### config.mk
export PLATFORM = sky130hd
export DESIGN_NAME = pe_ws_dbuf_flat
export DESIGN_NICKNAME = d
export VERILOG_FILES = /design/src/rtl/pe_ws_dbuf_if.sv /design/src/rtl/pe_ws_dbuf.sv /design/src/flat_wrapper.sv
export SDC_FILE = /design/constraint.sdc
export NUM_CORES = 1
export LEC_CHECK = 0
export ABC_AREA = 1
export BUFFER_PORTS_ARGS = -buffer_cell sky130_fd_sc_hd__buf_2
export CAP_MARGIN = 20
export CORE_MARGIN = 3
export CORE_UTILIZATION = 45
export CTS_BUF_LIST = sky130_fd_sc_hd__clkbuf_8
export CTS_CLUSTER_SIZE = 8
export DETAILED_ROUTE_END_ITERATION = 6
export PLACE_DENSITY = 0.75
export SLEW_MARGIN = 10
export SYNTH_ARGS = -nofsm -noshare
export SYNTH_HDL_FRONTEND = slang
export SYNTH_SLANG_ARGS = --single-unit
### constraint.sdc
create_clock -name clk -period 11.8 [get_ports clk]
set_input_delay 0.59 -clock clk [delete_from_list [all_inputs] [get_ports clk]]
set_output_delay 0.59 -clock clk [all_outputs]
set_load 0.01 [all_outputs]
### src/rtl/pe_ws_dbuf_if.sv
// Bus bundle for one weight-stationary PE: weight column chain, activation
// row chain, partial-sum column chain and the global control strobes.
interface pe_ws_dbuf_if #(
  parameter int WIDTH_A   = 16,
  parameter int WIDTH_B   = 16,
  parameter int WIDTH_ACC = 40
);
  logic                 pipeline_en;
  logic                 clear;
  logic [WIDTH_B-1:0]   w_in;
  logic                 w_load_in;
  logic [WIDTH_B-1:0]   w_out;
  logic                 w_load_out;
  logic                 w_swap_in;
  logic                 w_swap_out;
  logic [WIDTH_A-1:0]   a_in;
  logic                 a_valid_in;
  logic [WIDTH_A-1:0]   a_out;
  logic                 a_valid_out;
  logic [WIDTH_ACC-1:0] psum_in;
  logic [WIDTH_ACC-1:0] psum_out;
  logic                 psum_valid_out;
  logic                 sat_flag;

  modport master (
    output pipeline_en, clear, w_in, w_load_in, w_swap_in,
           a_in, a_valid_in, psum_in,
    input  w_out, w_load_out, w_swap_out, a_out, a_valid_out,
           psum_out, psum_valid_out, sat_flag
  );

  modport slave (
    input  pipeline_en, clear, w_in, w_load_in, w_swap_in,
           a_in, a_valid_in, psum_in,
    output w_out, w_load_out, w_swap_out, a_out, a_valid_out,
           psum_out, psum_valid_out, sat_flag
  );
endinterface

### src/rtl/pe_ws_dbuf.sv
// Weight-stationary PE with double-buffered weight. The shadow register is
// filled through the column shift chain while the active register keeps
// feeding the MAC; a swap copies shadow into active. Single-cycle MAC with
// signed/unsigned operands and optional saturation on the partial sum.
module pe_ws_dbuf #(
  parameter int WIDTH_A   = 16,
  parameter int WIDTH_B   = 16,
  parameter int WIDTH_ACC = 40,
  parameter int SIGNED    = 1,
  parameter int SAT_EN    = 1
) (
  input  logic          clk,
  input  logic          rst_n,
  pe_ws_dbuf_if.slave   bus
);
  localparam int   PW  = WIDTH_A + WIDTH_B;
  localparam int   SW  = WIDTH_ACC + 1;
  localparam logic SX  = (SIGNED != 0);
  localparam logic SAT = (SAT_EN != 0);

  if (WIDTH_ACC < PW) begin : g_width_chk
    $error("pe_ws_dbuf: WIDTH_ACC must be >= WIDTH_A + WIDTH_B");
  end

  // Overflow of the one-bit-wider sum: signed uses the top two bits,
  // unsigned uses the carry bit.
  function automatic logic ovf_fn(input logic signed [SW-1:0] s);
    if (SX) return s[SW-1] ^ s[SW-2];
    return s[SW-1];
  endfunction

  // Clamp to the representable range on overflow, otherwise keep the low bits.
  function automatic logic [WIDTH_ACC-1:0] sat_fn(input logic signed [SW-1:0] s,
                                                   input logic ovf);
    if (!ovf || !SAT) return s[WIDTH_ACC-1:0];
    if (SX) return s[SW-1] ? {1'b1, {(WIDTH_ACC-1){1'b0}}}
                           : {1'b0, {(WIDTH_ACC-1){1'b1}}};
    return '1;
  endfunction

  logic [WIDTH_B-1:0]   shadow_q, shadow_d;
  logic [WIDTH_B-1:0]   act_q, act_d;
  logic                 w_load_q, w_load_d;
  logic                 w_swap_q, w_swap_d;
  logic [WIDTH_A-1:0]   a_q, a_d;
  logic                 a_vld_q, a_vld_d;
  logic [WIDTH_ACC-1:0] psum_q, psum_d;
  logic                 psum_vld_q, psum_vld_d;
  logic                 sat_q, sat_d;

  logic signed [PW-1:0] a_x, w_x, prod;
  logic signed [SW-1:0] prod_x, psum_x, sum;
  logic                 ovf;
  logic [WIDTH_ACC-1:0] mac_res;

  // MAC datapath: operands extended to the full product width so the
  // modular multiply is exact, then product and psum_in widened by one bit.
  always_comb begin
    a_x     = {{(PW-WIDTH_A){SX & bus.a_in[WIDTH_A-1]}}, bus.a_in};
    w_x     = {{(PW-WIDTH_B){SX & act_q[WIDTH_B-1]}}, act_q};
    prod    = a_x * w_x;
    prod_x  = {{(SW-PW){SX & prod[PW-1]}}, prod};
    psum_x  = {SX & bus.psum_in[WIDTH_ACC-1], bus.psum_in};
    sum     = prod_x + psum_x;
    ovf     = ovf_fn(sum);
    mac_res = sat_fn(sum, ovf);
  end

  // Next-state: everything holds unless the pipeline advances; clear wipes
  // only the partial-sum side and wins over a valid activation.
  always_comb begin
    shadow_d   = shadow_q;
    act_d      = act_q;
    w_load_d   = w_load_q;
    w_swap_d   = w_swap_q;
    a_d        = a_q;
    a_vld_d    = a_vld_q;
    psum_d     = psum_q;
    psum_vld_d = psum_vld_q;
    sat_d      = sat_q;
    if (bus.pipeline_en) begin
      w_load_d = bus.w_load_in;
      w_swap_d = bus.w_swap_in;
      if (bus.w_load_in) shadow_d = bus.w_in;
      // Swap takes the shadow value from before this edge.
      if (bus.w_swap_in) act_d = shadow_q;
      a_d = bus.a_in;
      if (bus.clear) begin
        a_vld_d    = 1'b0;
        psum_vld_d = 1'b0;
        psum_d     = '0;
        sat_d      = 1'b0;
      end else begin
        a_vld_d    = bus.a_valid_in;
        psum_vld_d = bus.a_valid_in;
        if (bus.a_valid_in) begin
          psum_d = mac_res;
          sat_d  = sat_q | ovf;
        end
      end
    end
  end

  // State registers, all cleared by the asynchronous reset.
  always_ff @(posedge clk or negedge rst_n) begin
    if (!rst_n) begin
      shadow_q   <= '0;
      act_q      <= '0;
      w_load_q   <= 1'b0;
      w_swap_q   <= 1'b0;
      a_q        <= '0;
      a_vld_q    <= 1'b0;
      psum_q     <= '0;
      psum_vld_q <= 1'b0;
      sat_q      <= 1'b0;
    end else begin
      shadow_q   <= shadow_d;
      act_q      <= act_d;
      w_load_q   <= w_load_d;
      w_swap_q   <= w_swap_d;
      a_q        <= a_d;
      a_vld_q    <= a_vld_d;
      psum_q     <= psum_d;
      psum_vld_q <= psum_vld_d;
      sat_q      <= sat_d;
    end
  end

  assign bus.w_out          = shadow_q;
  assign bus.w_load_out     = w_load_q;
  assign bus.w_swap_out     = w_swap_q;
  assign bus.a_out          = a_q;
  assign bus.a_valid_out    = a_vld_q;
  assign bus.psum_out       = psum_q;
  assign bus.psum_valid_out = psum_vld_q;
  assign bus.sat_flag       = sat_q;
endmodule

### src/flat_wrapper.sv
// flat-port wrapper written by rule: the top's interface ports become plain ports
module pe_ws_dbuf_flat 
#(
  parameter int WIDTH_A   = 16,
  parameter int WIDTH_B   = 16,
  parameter int WIDTH_ACC = 40,
  parameter int SIGNED    = 1,
  parameter int SAT_EN    = 1
)
  (clk, rst_n, bus_pipeline_en, bus_clear, bus_w_in, bus_w_load_in, bus_w_swap_in, bus_a_in, bus_a_valid_in, bus_psum_in, bus_w_out, bus_w_load_out, bus_w_swap_out, bus_a_out, bus_a_valid_out, bus_psum_out, bus_psum_valid_out, bus_sat_flag);
  pe_ws_dbuf_if #(.WIDTH_A(WIDTH_A), .WIDTH_B(WIDTH_B), .WIDTH_ACC(WIDTH_ACC)) bus_i ();
  input  logic clk;
  input  logic rst_n;
  input wire logic [$bits(bus_i.pipeline_en)-1:0] bus_pipeline_en;
  input wire logic [$bits(bus_i.clear)-1:0] bus_clear;
  input wire logic [$bits(bus_i.w_in)-1:0] bus_w_in;
  input wire logic [$bits(bus_i.w_load_in)-1:0] bus_w_load_in;
  input wire logic [$bits(bus_i.w_swap_in)-1:0] bus_w_swap_in;
  input wire logic [$bits(bus_i.a_in)-1:0] bus_a_in;
  input wire logic [$bits(bus_i.a_valid_in)-1:0] bus_a_valid_in;
  input wire logic [$bits(bus_i.psum_in)-1:0] bus_psum_in;
  output wire logic [$bits(bus_i.w_out)-1:0] bus_w_out;
  output wire logic [$bits(bus_i.w_load_out)-1:0] bus_w_load_out;
  output wire logic [$bits(bus_i.w_swap_out)-1:0] bus_w_swap_out;
  output wire logic [$bits(bus_i.a_out)-1:0] bus_a_out;
  output wire logic [$bits(bus_i.a_valid_out)-1:0] bus_a_valid_out;
  output wire logic [$bits(bus_i.psum_out)-1:0] bus_psum_out;
  output wire logic [$bits(bus_i.psum_valid_out)-1:0] bus_psum_valid_out;
  output wire logic [$bits(bus_i.sat_flag)-1:0] bus_sat_flag;
  assign bus_i.pipeline_en = bus_pipeline_en;
  assign bus_i.clear = bus_clear;
  assign bus_i.w_in = bus_w_in;
  assign bus_i.w_load_in = bus_w_load_in;
  assign bus_i.w_swap_in = bus_w_swap_in;
  assign bus_i.a_in = bus_a_in;
  assign bus_i.a_valid_in = bus_a_valid_in;
  assign bus_i.psum_in = bus_psum_in;
  assign bus_w_out = bus_i.w_out;
  assign bus_w_load_out = bus_i.w_load_out;
  assign bus_w_swap_out = bus_i.w_swap_out;
  assign bus_a_out = bus_i.a_out;
  assign bus_a_valid_out = bus_i.a_valid_out;
  assign bus_psum_out = bus_i.psum_out;
  assign bus_psum_valid_out = bus_i.psum_valid_out;
  assign bus_sat_flag = bus_i.sat_flag;
  pe_ws_dbuf #(.WIDTH_A(WIDTH_A), .WIDTH_B(WIDTH_B), .WIDTH_ACC(WIDTH_ACC), .SIGNED(SIGNED), .SAT_EN(SAT_EN)) u_core (.clk(clk), .rst_n(rst_n), .bus(bus_i));
endmodule
[After elaboration in Yosys (flattened, before gate mapping)]
Index checks and enable logic that the tools add are counted.
Storage, ports and cells
  bits in registers: 92
  bits of input ports: 79
  logic and storage cells: 25
Cells by class
  add/subtract/negate cells: 1
  multipliers: 1
  multiplexer cells: 9
  bitwise gates (word level): 2
  reductions and logical operators: 4
Operators by type and width (count)
  40-bit 2-to-1 mux: 5
  32-bit by 40-bit adder with 41-bit output: 1
  16-bit by 16-bit multiplier with 32-bit output: 1
  2-bit AND reduction: 3
  1-bit 2-to-1 mux: 4
  2-bit nonzero test: 1
  1-bit OR: 1
  1-bit XOR: 1

[Longest topological paths before layout]
Gate-level depths: netlist (run 1).
  depth after elaboration: 8
  mapped depth: 34
  depth with buffers taken out: 31

[Worst setup path after synthesis (run 1)]
Ideal clock, no wire load.
  path kind: in2reg
  start: input port bus_a_in[15]
  end: register u_core.psum_q[0] (netlist: u_core.bus.psum_out[0])
  arrival time: 6.609 ns
  data required time: 11.734 ns
  slack: 5.126 ns
  cell stages on the path: 28
  path buffers: 4
  cell sequence: clkbuf_1 clkbuf_1 nand2_1 inv_1 fa_1 fa_1 inv_1 fa_1 fa_1 inv_1 fa_1 inv_1 fa_1 inv_1 ha_1 inv_1 o21ai_0 a21oi_1 nand2_1 a21oi_1 nand2_1 nand2_1 nand2_2 a21oi_4 buf_6 buf_6 nand2_1 nand2_1
On the way
  longest elaborated chain between the ends: 7
  elaborated cells between the ends (all ways): 8
  classes of those cells: 1 x add/sub; 1 x mul; 5 x mux; 1 x bitwise
RTL lines
  from (decl): line flat_wrapper.sv:19  | input wire logic [$bits(bus_i.a_in)-1:0] bus_a_in;
  16-bit by 16-bit multiplier with 32-bit output *: line pe_ws_dbuf.sv:61  | prod = a_x * w_x;
  32-bit by 40-bit adder with 41-bit output *: line pe_ws_dbuf.sv:64  | sum = prod_x + psum_x;
  40-bit 2-to-1 mux: line pe_ws_dbuf.sv:36  | if (SX) return s[SW-1] ? {1'b1, {(WIDTH_ACC-1){1'b0}}}
  40-bit 2-to-1 mux: line pe_ws_dbuf.sv:38  | return '1;
  40-bit 2-to-1 mux *: line pe_ws_dbuf.sv:36
  40-bit 2-to-1 mux *: line pe_ws_dbuf.sv:96  | if (bus.a_valid_in) begin
  40-bit 2-to-1 mux *: line pe_ws_dbuf.sv:88  | if (bus.clear) begin
  to (signal assigned): line pe_ws_dbuf.sv:123  | psum_q <= psum_d;
  to (decl): line pe_ws_dbuf.sv:47  | logic [WIDTH_ACC-1:0] psum_q, psum_d;
Every way passes the cells marked *; elsewhere a longest branch is shown, timed or not. The select of a mux whose other input is x is not followed.
A chain may end at the register's enable or synchronous reset.

[Worst setup path in the final report (run 1)]
  start: register u_core.act_q[4]
  end: register u_core.psum_q[21] (netlist: u_core.bus.psum_out[21])
On the way
  longest elaborated chain between the ends: 7
  elaborated cells between the ends (all ways): 8
  classes of those cells: 1 x add/sub; 1 x mul; 5 x mux; 1 x bitwise
RTL lines
  from (decl): line pe_ws_dbuf.sv:42  | logic [WIDTH_B-1:0] act_q, act_d;
  from (signal assigned): line pe_ws_dbuf.sv:118  | act_q <= act_d;
  16-bit by 16-bit multiplier with 32-bit output *: line pe_ws_dbuf.sv:61
  32-bit by 40-bit adder with 41-bit output *: line pe_ws_dbuf.sv:64
  40-bit 2-to-1 mux: line pe_ws_dbuf.sv:36
  40-bit 2-to-1 mux: line pe_ws_dbuf.sv:38
  40-bit 2-to-1 mux *: line pe_ws_dbuf.sv:36
  40-bit 2-to-1 mux *: line pe_ws_dbuf.sv:96
  40-bit 2-to-1 mux *: line pe_ws_dbuf.sv:88
Marks and branches as above.

==> metrics.yaml, run 1 <==
critPathMaxFanout: 39
grt_pass1_wl_um: 75730
antenna_left: 0
critical_path_arrival_ns: 7.80
cts_tree: "built"
dp_hpwl_um: 37660
worst_slew_pin_slew_ns: 0.9667
grt_pass1_vias: 14870
cts-hold-fix-buffers: 0
placed_cells: 2767
rows: 71
fin_skew_ns: 0.01595
antenna_found_initial: 0
setup_violations: 0
maxCapViolCount: 0
critical_path_required_ns: 12.18
vias: 13820
path_clk_slew_ns: 0.12
startpoint_type: "flip-flop"
slew_headroom_pct: 35.41
fmaxAchievable_ghz: 0.1348
drt_pass1_iterations: 5
placeableCoreArea_sq_um: 37930
drt_iter0_drc: 918
synthCells: 2176
netlist.area_leader.share_pct: 38.35
ios: 156
clockBufferDepth: 2
die_w_um: 202.8
start_util_pct: 45.96
fin_cells: 2783
fin_setup_tns_ns: 0
grt_usage_pct: 23.36
avgRoutedWirePerCell_um: 16.35
drive_above_1_share_pct: 10.70
cts.htree.levels: 3
area_growth_pct: 7.894
rsz0062_at_grt: "no"
chipHeight_um: 202.8
reg2reg_depth: 24
grt_max_degree: 67
slowest_delay_ns: 0.84
synth_cell_types: 34
synthesis.area_sq_um: 17440
dieArea_sq_um: 41140
crit_family: "adder cells"
clk_latency_ns: 0.44
reg2reg_from: "u_core.act_q[4]"
slowest_stage: "dfrtp_1"
viasPerCell: 4.967
cts-root-buf: "clkbuf_8"
avgSynthCellArea_sq_um: 8.013
timing.final.crit_period_ns: 7.417
ys_warn_count: 0
finalCritPeriodShare_pct: 62.85
drc: 0
synth-seq-cells: 92
gp_congestion: 0.9351
antenna_cells: 0
routed_wl_um: 45520
worst-r2r-setup-slack_ns: 4.38
endpoint_kind: "flip-flop"
critPathLaunch: "u_core.act_q[4]"
path_cells: "nand2_1 -> fa_1 -> inv_1 -> fa_1 -> inv_1 -> fa_1 -> fa_1 -> inv_1 -> fa_1 -> inv_1 -> fa_1 -> inv_1 -> ha_1 -> inv_1 -> o21ai_0 -> a21oi_1 -> nand2_1 -> a21oi_1 -> nand2_1 -> nand2_1 -> nand2_2 -> a21oi_4 -> nand2_1 -> nand2_1"
crit_cells: 24
io_buffers: 155
final_core_util_pct: 49.59
ys_top_cells_by_area: "fa_1 38%, inv_1 13%, dfrtp_1 13%, nand2_1 13%, ha_1 8.5%"
ys_seq_area_share_pct: 13.20
overflow: 0
crit_buf_inv: 6
numCtsBuffers: 9
synth_top_area_cell: "fa_1"
endpoint: "u_core.bus.psum_out[21]"
crit_type: "reg2reg"
hp-class: "in2async"
hold_viol: 0
drv_slew: 0
cts-resized-gates: 0
clock_sinks: 92
syn_nets: 2707
status: "complete, no violations"
fin_nets: 2798
rr_endpoint: "u_core.bus.psum_out[21]"
post_cts_buffers: 0
-- registers in the layout (all words and copies together), names as in the netlist --
signal	flops
u_core.bus.a_out	16
u_core.bus.w_out	16
u_core.bus.psum_valid_out	1
u_core.bus.psum_out	40
u_core.bus.sat_flag	1
u_core.bus.w_load_out	1
u_core.bus.w_swap_out	1
u_core.act_q	16
-- area by class of cell --
type	instances	area, sq um
sequential	92	2302
timing repair buffer	165	873.3
tap	511	639.4
clock inverter	7	86.33
fill	3654	19120
multi-input combinational	1378	12460
clock buffer	9	123.9
inverter	621	2331
-- worst min-delay path by stage --
| stage | start | to | slack (ns) |
|---|---|---|---|
| after floorplan | rst_n | u_core.act_q[0] | 0.29 |
| after global placement | u_core.bus.psum_out[4] | u_core.bus.psum_out[4] | 0.46 |
| after detailed placement | u_core.bus.psum_out[34] | u_core.bus.psum_out[34] | 0.46 |
| after CTS | rst_n | u_core.bus.w_out[1] | 0.03 |
| after global routing | rst_n | u_core.bus.w_out[2] | 0.04 |
| final | rst_n | u_core.bus.w_out[2] | 0.05 |
-- synthesized netlist by cell type --
library cell / number
o21bai_1: 9
o211ai_1: 1
nand3b_1: 9
nor4_1: 2
nand4_1: 10
nand2_1: 594
clkbuf_1: 71
buf_1: 1
nand2b_1: 1
a21o_1: 1
nand3_2: 2
nand2_2: 5
xor2_1: 8
a31oi_1: 3
or2_2: 3
inv_1: 620
nor2_1: 77
nand3_1: 65
a21oi_4: 1
buf_2: 10
fa_1: 334
buf_6: 2
o21ai_1: 3
ha_1: 118
xnor2_1: 17
nor2_2: 3
and2_1: 1
o21ai_0: 21
a21oi_1: 39
dfrtp_1: 92
clkinv_1: 1
mux2_2: 47
buf_4: 1
nor3_1: 4
-- metrics by stage --
stage               setup slack (ns)  area (sq um)  hold WS (ns)
floorplan                      5.126         17440        0.2944
global placement               4.151         18570        0.4614
detailed placement             4.234         18600        0.4598
CTS                            4.414         18810       0.02938
global route                   3.851         18810       0.04006
finish                         4.383         18810       0.04747
-- cells in the final DEF (no fill, tap or decap) --
cell and count:
inv_1 620, nand2_1 594, fa_1 334, buf_2 154, ha_1 118, dfrtp_1 92
nor2_1 77, nand3_1 65, mux2_2 47, a21oi_1 39, o21ai_0 21, xnor2_1 17
nand4_1 10, buf_4 10, o21bai_1 9, nand3b_1 9, clkbuf_8 9, xor2_1 8
nand2_2 5, nor3_1 4, or2_2 3, nor2_2 3, a31oi_1 3, clkinv_8 3
nand3_2 2, o21ai_1 2, nor4_1 2, inv_6 2, clkinv_1 1, a21oi_4 1
o21ai_2 1, and2_1 1, nand2b_1 1, a21o_1 1, o211ai_1 1, inv_8 1
clkinv_4 1, buf_16 1
-- kinds of logic (layout without fill, tap and decap cells) --
kind of cell | count (synthesis) | count (layout) | synth area share (%)
AOI/OAI and AO/OA | 78 | 78 | 2.483
xor gates and xnor gates | 25 | 25 | 1.256
adders and majority gates | 452 | 452 | 46.82
buffers and inverters | 706 | 802 | 15.38
DFF | 92 | 92 | 13.20
muxes | 47 | 47 | 3.036
and+or+nand+nor | 776 | 776 | 17.83
-- per-layer routing --
metal | vias up | GRT usage (%) | part of all wire [%]
met1 | 6851 | 28.82 | 39
li1 | 6391 | - | -
met2 | 481 | 40.74 | 50
met5 | - | 0 | 0
met3 | 101 | 3.223 | 6.2
met4 | 0 | 10.79 | 4.7
Power of run 1 is not shown: default switching activity piles up to over one toggle a cycle in this logic, so the estimate is an artifact.
==> inputs of run 2 (changes only) <==
- clock period: 11.8 -> 7.13 ns (I/O delays scaled with it)
==> run 2 against run 1 <==
- fmax increased by 12%
- clock-buffer cell count unchanged
- register-to-register slack got worse by 3.8 ns
- wire length about the same
- non-clock buffer count increased by 16
- sequential cell count unchanged
- setup slack got worse by 3.8 ns
==> metrics.yaml, run 2 (same netlist as run 1, synthesis figures left out) <==
status: "complete, no violations"  # unchanged
fin_nets: 2814  # was 2,798
worst_slack_ns: 0.5369  # was 4.383 ns
slowest_delay_ns: 0.71  # was 0.84 ns
viasPerCell: 4.936  # was 4.967
dieArea_sq_um: 41140  # unchanged
area_growth_pct: 8.683  # was 7.894%
fin_setup_tns_ns: 0  # unchanged
dp_hpwl_um: 37920  # was 37,660 um
antenna_found_initial: 2  # was 0
final_core_util_pct: 49.96  # was 49.59%
endpoint_kind: "flip-flop"  # unchanged
placeableCoreArea_sq_um: 37930  # unchanged
rsz0062_at_grt: "no"  # unchanged
fin_skew_ns: 0.01970  # was 0.01595 ns
cts-root-buf: "clkbuf_8"  # unchanged
drt_iter0_drc: 861  # was 918
slowest_stage: "fa_2"  # was dfrtp_1
grt_usage_pct: 23.35  # was 23.36%
crit_type: "reg2reg"  # unchanged
clk_latency_ns: 0.45  # was 0.44 ns
crit_family: "adder cells"  # unchanged
overflow: 0  # unchanged
grt_pass1_vias: 15040  # was 14,870
critical_path_arrival_ns: 6.93  # was 7.80 ns
worst_slew_pin_slew_ns: 0.7637  # was 0.9667 ns
critical_path_required_ns: 7.47  # was 12.18 ns
critPathMaxFanout: 33  # was 39
die_w_um: 202.8  # unchanged
routed_wl_um: 45510  # was 45,520 um
hold_viol: 0  # unchanged
numCtsBuffers: 9  # unchanged
rows: 71  # unchanged
cts_tree: "built"  # unchanged
chipHeight_um: 202.8  # unchanged
crit_buf_inv: 7  # was 6
drc: 0  # unchanged
final_common_cell: "inv_1"  # unchanged
io_buffers: 155  # unchanged
startpoint_type: "flip-flop"  # unchanged
drv_slew: 0  # unchanged
timing.final.crit_period_ns: 6.593  # was 7.417 ns
maxCapViolCount: 0  # unchanged
grt_max_degree: 50  # was 67
drt_pass1_iterations: 6  # was 5
nFillCells: 3587  # was 3,654
antenna_left: 0  # unchanged
ios: 156  # unchanged
crit_top_cell: "nand2_1"
start_util_pct: 45.96  # unchanged
path_clk_slew_ns: 0.13  # was 0.12 ns
clock_sinks: 92  # unchanged
pre_cts_ws_ns: 0.1591  # was 4.234 ns
slew_headroom_pct: 49.03  # was 35.41%
cts.htree.levels: 3  # unchanged
post_cts_buffers: 0  # unchanged
layout_common_cells: "620 x inv_1, 594 x nand2_1, 332 x fa_1"  # was 620 x inv_1, 594 x nand2_1, 334 x fa_1
clockBufferDepth: 2  # unchanged
avgRoutedWirePerCell_um: 16.25  # was 16.35 um
setup_violations: 0  # unchanged
hp-class: "in2reg"  # was in2async
fmaxAchievable_ghz: 0.1517  # was 0.1348 GHz
largest_register_ffs: 40  # unchanged
drive_above_1_share_pct: 11.45  # was 10.70%
finalCritPeriodShare_pct: 92.47  # was 62.85%
vias: 13820  # about the same
grt_pass1_wl_um: 75840  # was 75,730 um
gp_congestion: 0.9307  # was 0.9351
[run 2: cell type report]
class	instances	area, sq um	share of cell area (%)
multi-input cells	1378	12460	65.76
well taps	511	639.4	3.374
flip-flops and latches	92	2307	12.18
inverters	621	2331	12.30
diodes	1	2.502	0.01321
repair buffers	181	1013	5.348
clock buffers	9	123.9	0.6537
clock inverters	7	71.32	0.3764
[run 2: path summary, 6_finish.rpt]
| kind | from | end | cells after the start | slack (ns) |
|---|---|---|---|---|
| max | u_core.act_q[2] | u_core.bus.psum_out[17] | 26 | 0.54 |
| min | bus_w_in[13] | u_core.bus.w_out[13] | 2 | 0.13 |
| max reg2reg | u_core.act_q[2] | u_core.bus.psum_out[17] | 26 | 0.54 |
| min reg2reg | u_core.bus.psum_out[33] | u_core.bus.psum_out[33] | 2 | 0.49 |
| max in group asynchronous | rst_n | u_core.act_q[2] | 3 | 5.50 |
| min in group asynchronous | rst_n | u_core.bus.psum_out[11] | 2 | 0.45 |
[run 2: layer usage]
metal  GRT usage, %  share of wire [%]
met5              0              0.026
met4          8.018                3.4
met3          3.367                6.1
met2          41.53                 51
met1          29.18                 40
[run 2: timing repair]
| action | CTS | global route |
|---|---|---|
| gates resized for setup | 0 | 5 |
| endpoints found under the hold margin | 43 | 0 |
| endpoints found under the setup margin | 0 | 40 |
| hold buffers | 1 | 0 |
[run 2: per-stage QoR]
stage	cell area, sq um	cells	hold slack (ns)
CTS	18940	2799	0.09755
floorplan	17440	2176	0.06091
global route	18950	2800	0.1177
detailed placement	18730	2782	0.3840
global placement	18730	2782	0.3776
finish	18950	2800	0.1303
Power of run 2 is left out for the same reason.
==> inputs of run 3 (changes only) <==
- ABC_AREA: 1 -> not set
- SLEW_MARGIN: 10 -> not set
==> run 3 against run 2 <==
- non-clock buffer count rose by 30
- fmax fell by 4.1%
- via count fell by 12%
- hold slack improved by 0.018 ns
- clock-buffer cell count did not move
- clock skew rose by 0.0051 ns
- critical path depth fell by 1
- global-route usage barely moved
- design area fell by 4.4%
- utilization rose by 0.74 points
- highest routed layer is now met4
==> metrics.yaml, run 3 <==
avgSynthCellArea_sq_um: 9.839  # was 8.013 sq um
rsz0062_at_grt: "no"  # unchanged
layout_common_cells: "427 x inv_1, 334 x fa_1, 167 x nand2_1"  # was 620 x inv_1, 594 x nand2_1, 332 x fa_1
ys_warn_count: 0  # unchanged
grtUsageMet3_pct: 4.256  # was 3.367%
viasPerCell: 5.273  # was 4.936
antenna_left: 0  # unchanged
setup_violations: 0  # unchanged
final_common_cell: "inv_1"  # unchanged
cts.htree.levels: 3  # unchanged
placed_cell_area_sq_um: 17860  # was 18,730 sq um
io_buffers: 155  # unchanged
avgRoutedWirePerCell_um: 18.69  # was 16.25 um
fin_skew_ns: 0.02482  # was 0.01970 ns
antenna_cells: 0  # was 1
status: "complete, no violations"  # unchanged
clock_sinks: 92  # unchanged
chipHeight_um: 196.9  # was 202.8 um
die_w_um: 196.9  # was 202.8 um
dp_hpwl_um: 35450  # was 37,920 um
grt_usage_pct: 23.37  # was 23.35%
stdcell_area_sq_um: 18120  # was 18,950 sq um
maxCapViolCount: 0  # unchanged
synth_cell_types: 69  # was 34
fin_setup_tns_ns: 0  # unchanged
gr-max-usage-layer: "met2"  # unchanged
cts-root-buf: "clkbuf_8"  # unchanged
antenna_found_initial: 1  # was 2
grt_pass1_wl_um: 70580  # was 75,840 um
synthCells: 1667  # was 2,176
ys_top_cells_by_area: "fa_1 41%, dfrtp_1 14%, inv_1 9.8%, ha_1 9.0%, and2_1 4.4%"  # was fa_1 38%, inv_1 13%, dfrtp_1 13%, nand2_1 13%, ha_1 8.5%
dieArea_sq_um: 38780  # was 41,140 sq um
drive_above_1_share_pct: 16.26  # was 11.45%
critical_path_arrival_ns: 7.17  # was 6.93 ns
drt_iter0_drc: 760  # was 861
async_reset_ff_share_pct: 100.0  # unchanged
slowest_stage: "fa_1"  # was fa_2
grt_pass1_vias: 13390  # was 15,040
synth-seq-cells: 92  # unchanged
syn_nets: 2198  # was 2,707
crit_family: "adder cells"  # unchanged
start_util_pct: 45.89  # was 45.96%
vias: 12100  # was 13,820
drc: 0  # unchanged
synthesis.area_sq_um: 16400  # was 17,440 sq um
path_clk_slew_ns: 0.13  # about the same
synth.most_common_cell: "inv_1"  # unchanged
synth_edf_count: 0  # unchanged
overflow: 0  # unchanged
routed_wl_um: 42870  # was 45,510 um
synthFlopType: "dfrtp_1"  # unchanged
nFillCells: 3257  # was 3,587
area_growth_pct: 10.47  # was 8.683%
numCtsBuffers: 9  # unchanged
largest_register_ffs: 40  # unchanged
hold_viol: 0  # unchanged
critPathMaxFanout: 9  # was 33
crit_type: "reg2reg"  # unchanged
startpoint_type: "flip-flop"  # unchanged
placeableCoreArea_sq_um: 35740  # was 37,930 sq um
crit_buf_inv: 9  # was 7
clk_latency_ns: 0.43  # was 0.45 ns
gp_congestion: 0.8923  # was 0.9307
worst_slew_pin_slew_ns: 0.7317  # was 0.7637 ns
cts_tree: "built"  # unchanged
synth_top_area_cell: "fa_1"  # unchanged
drv_slew: 0  # unchanged
fin_nets: 2360  # was 2,814
netlist.area_leader.share_pct: 40.77  # was 38.35%
ios: 156  # unchanged
ys_top_cells_by_count: "428 x inv_1, 334 x fa_1, 167 x nand2_1"  # was 620 x inv_1, 594 x nand2_1, 334 x fa_1
rows: 69  # was 71
grtUsageMet2_pct: 40.23  # was 41.53%
grt_max_degree: 54  # was 50
grtUsageMet1_pct: 29.97  # was 29.18%
clockBufferDepth: 2  # unchanged
slowest_delay_ns: 0.53  # was 0.71 ns
fmaxAchievable_ghz: 0.1454  # was 0.1517 GHz
finalCritPeriodShare_pct: 96.43  # was 92.47%
slew_headroom_pct: 51.22  # was 49.03%
final_core_util_pct: 50.70  # was 49.96%
critical_path_required_ns: 7.43  # was 7.47 ns
endpoint_kind: "flip-flop"  # unchanged
drt_pass1_iterations: 7  # was 6
hp-class: "in2reg"  # unchanged
ys_seq_area_share_pct: 14.04  # was 13.20%
timing.final.crit_period_ns: 6.875  # was 6.593 ns
==> run 3: changes by cell type after synthesis, sizes merged, moves of 26 or more <==
cell | before | now
a221o | 0 | 34
and2 | 1 | 116
clkbuf | 71 | 45
inv | 620 | 428
nand2 | 599 | 167
nand3 | 67 | 8
nor2 | 80 | 37
==> run 3: worst reg2reg max path: stages (launching register included) <==
cell      delay (ns)
dfrtp_1         0.52
buf_4           0.23
and2_1          0.18
fa_1            0.53
inv_1           0.05
fa_1            0.48
inv_1           0.07
fa_1            0.51
inv_1           0.06
fa_1            0.52
inv_1           0.05
fa_1            0.48
inv_1           0.05
fa_1            0.48
inv_1           0.04
ha_1            0.35
nand3_1         0.14
a311oi_1        0.06
buf_4           0.16
nor4_1          0.45
o31ai_1         0.18
buf_4           0.17
a41o_1          0.32
a21oi_1         0.24
xnor2_1         0.12
a221o_1         0.31
==> run 3: cells by family after synthesis <==
family	Yosys count	share of synthesized area [%]
muxes	49	3.356
AOI/OAI and AO/OA	173	7.850
buffers and inverters	489	11.66
DFF	92	14.04
xor gates and xnor gates	39	2.083
and+or+nand+nor	373	11.24
adders and majority gates	452	49.77
==> run 3: timing repair <==
item,4_1_cts,5_1_grt
setup endpoints to repair,0,39
hold endpoints to repair,39,0
setup buffers,0,1
gates resized for setup,0,9
hold buffers,1,0
==> run 3: per-stage QoR <==
stage	hold WS, ns	cells	worst slack [ns]
final	0.1487	2294	0.2546
after detailed placement	0.4143	2276	0.03280
after global placement	0.4097	2276	0.1999
after CTS	0.1309	2292	0.1651
after floorplan	0.06091	1667	0.005825
after global routing	0.1367	2294	0.005284
==> run 3: area by class of cell <==
class                      count  area (sq um)  share of cell area, %
inverter                     428          1607                  8.866
multi-input combinational   1087         12220                  67.44
clock buffer                   9         123.9                 0.6836
clock inverter                 6         88.84                 0.4903
sequential                    92          2303                  12.71
timing repair buffer         211          1201                  6.629
tap                          461         576.8                  3.183
==> run 3: metal layers <==
metal	wire [um]	share of wire, %	vias to the layer above
li1	-	-	5385
met1	17320	40	6212
met2	21280	50	420
met3	2837	6.6	80
met4	1439	3.4	0
met5	0	0	-
==> run 3: worst paths after layout <==
check / startpoint / end / slack, ns / cells after the start
setup / recovery: u_core.act_q[4] / u_core.bus.psum_out[30] / 0.25 / 25
hold / removal: bus_w_in[14] / u_core.bus.w_out[14] / 0.15 / 2
setup reg to reg: u_core.act_q[4] / u_core.bus.psum_out[30] / 0.25 / 25
hold reg to reg: u_core.bus.a_out[10] / u_core.bus.a_out[10] / 0.51 / 1
max in group asynchronous: rst_n / u_core.bus.w_swap_out / 5.51 / 3
min in group asynchronous: rst_n / u_core.act_q[15] / 0.48 / 2
Power of run 3 is left out for the same reason.
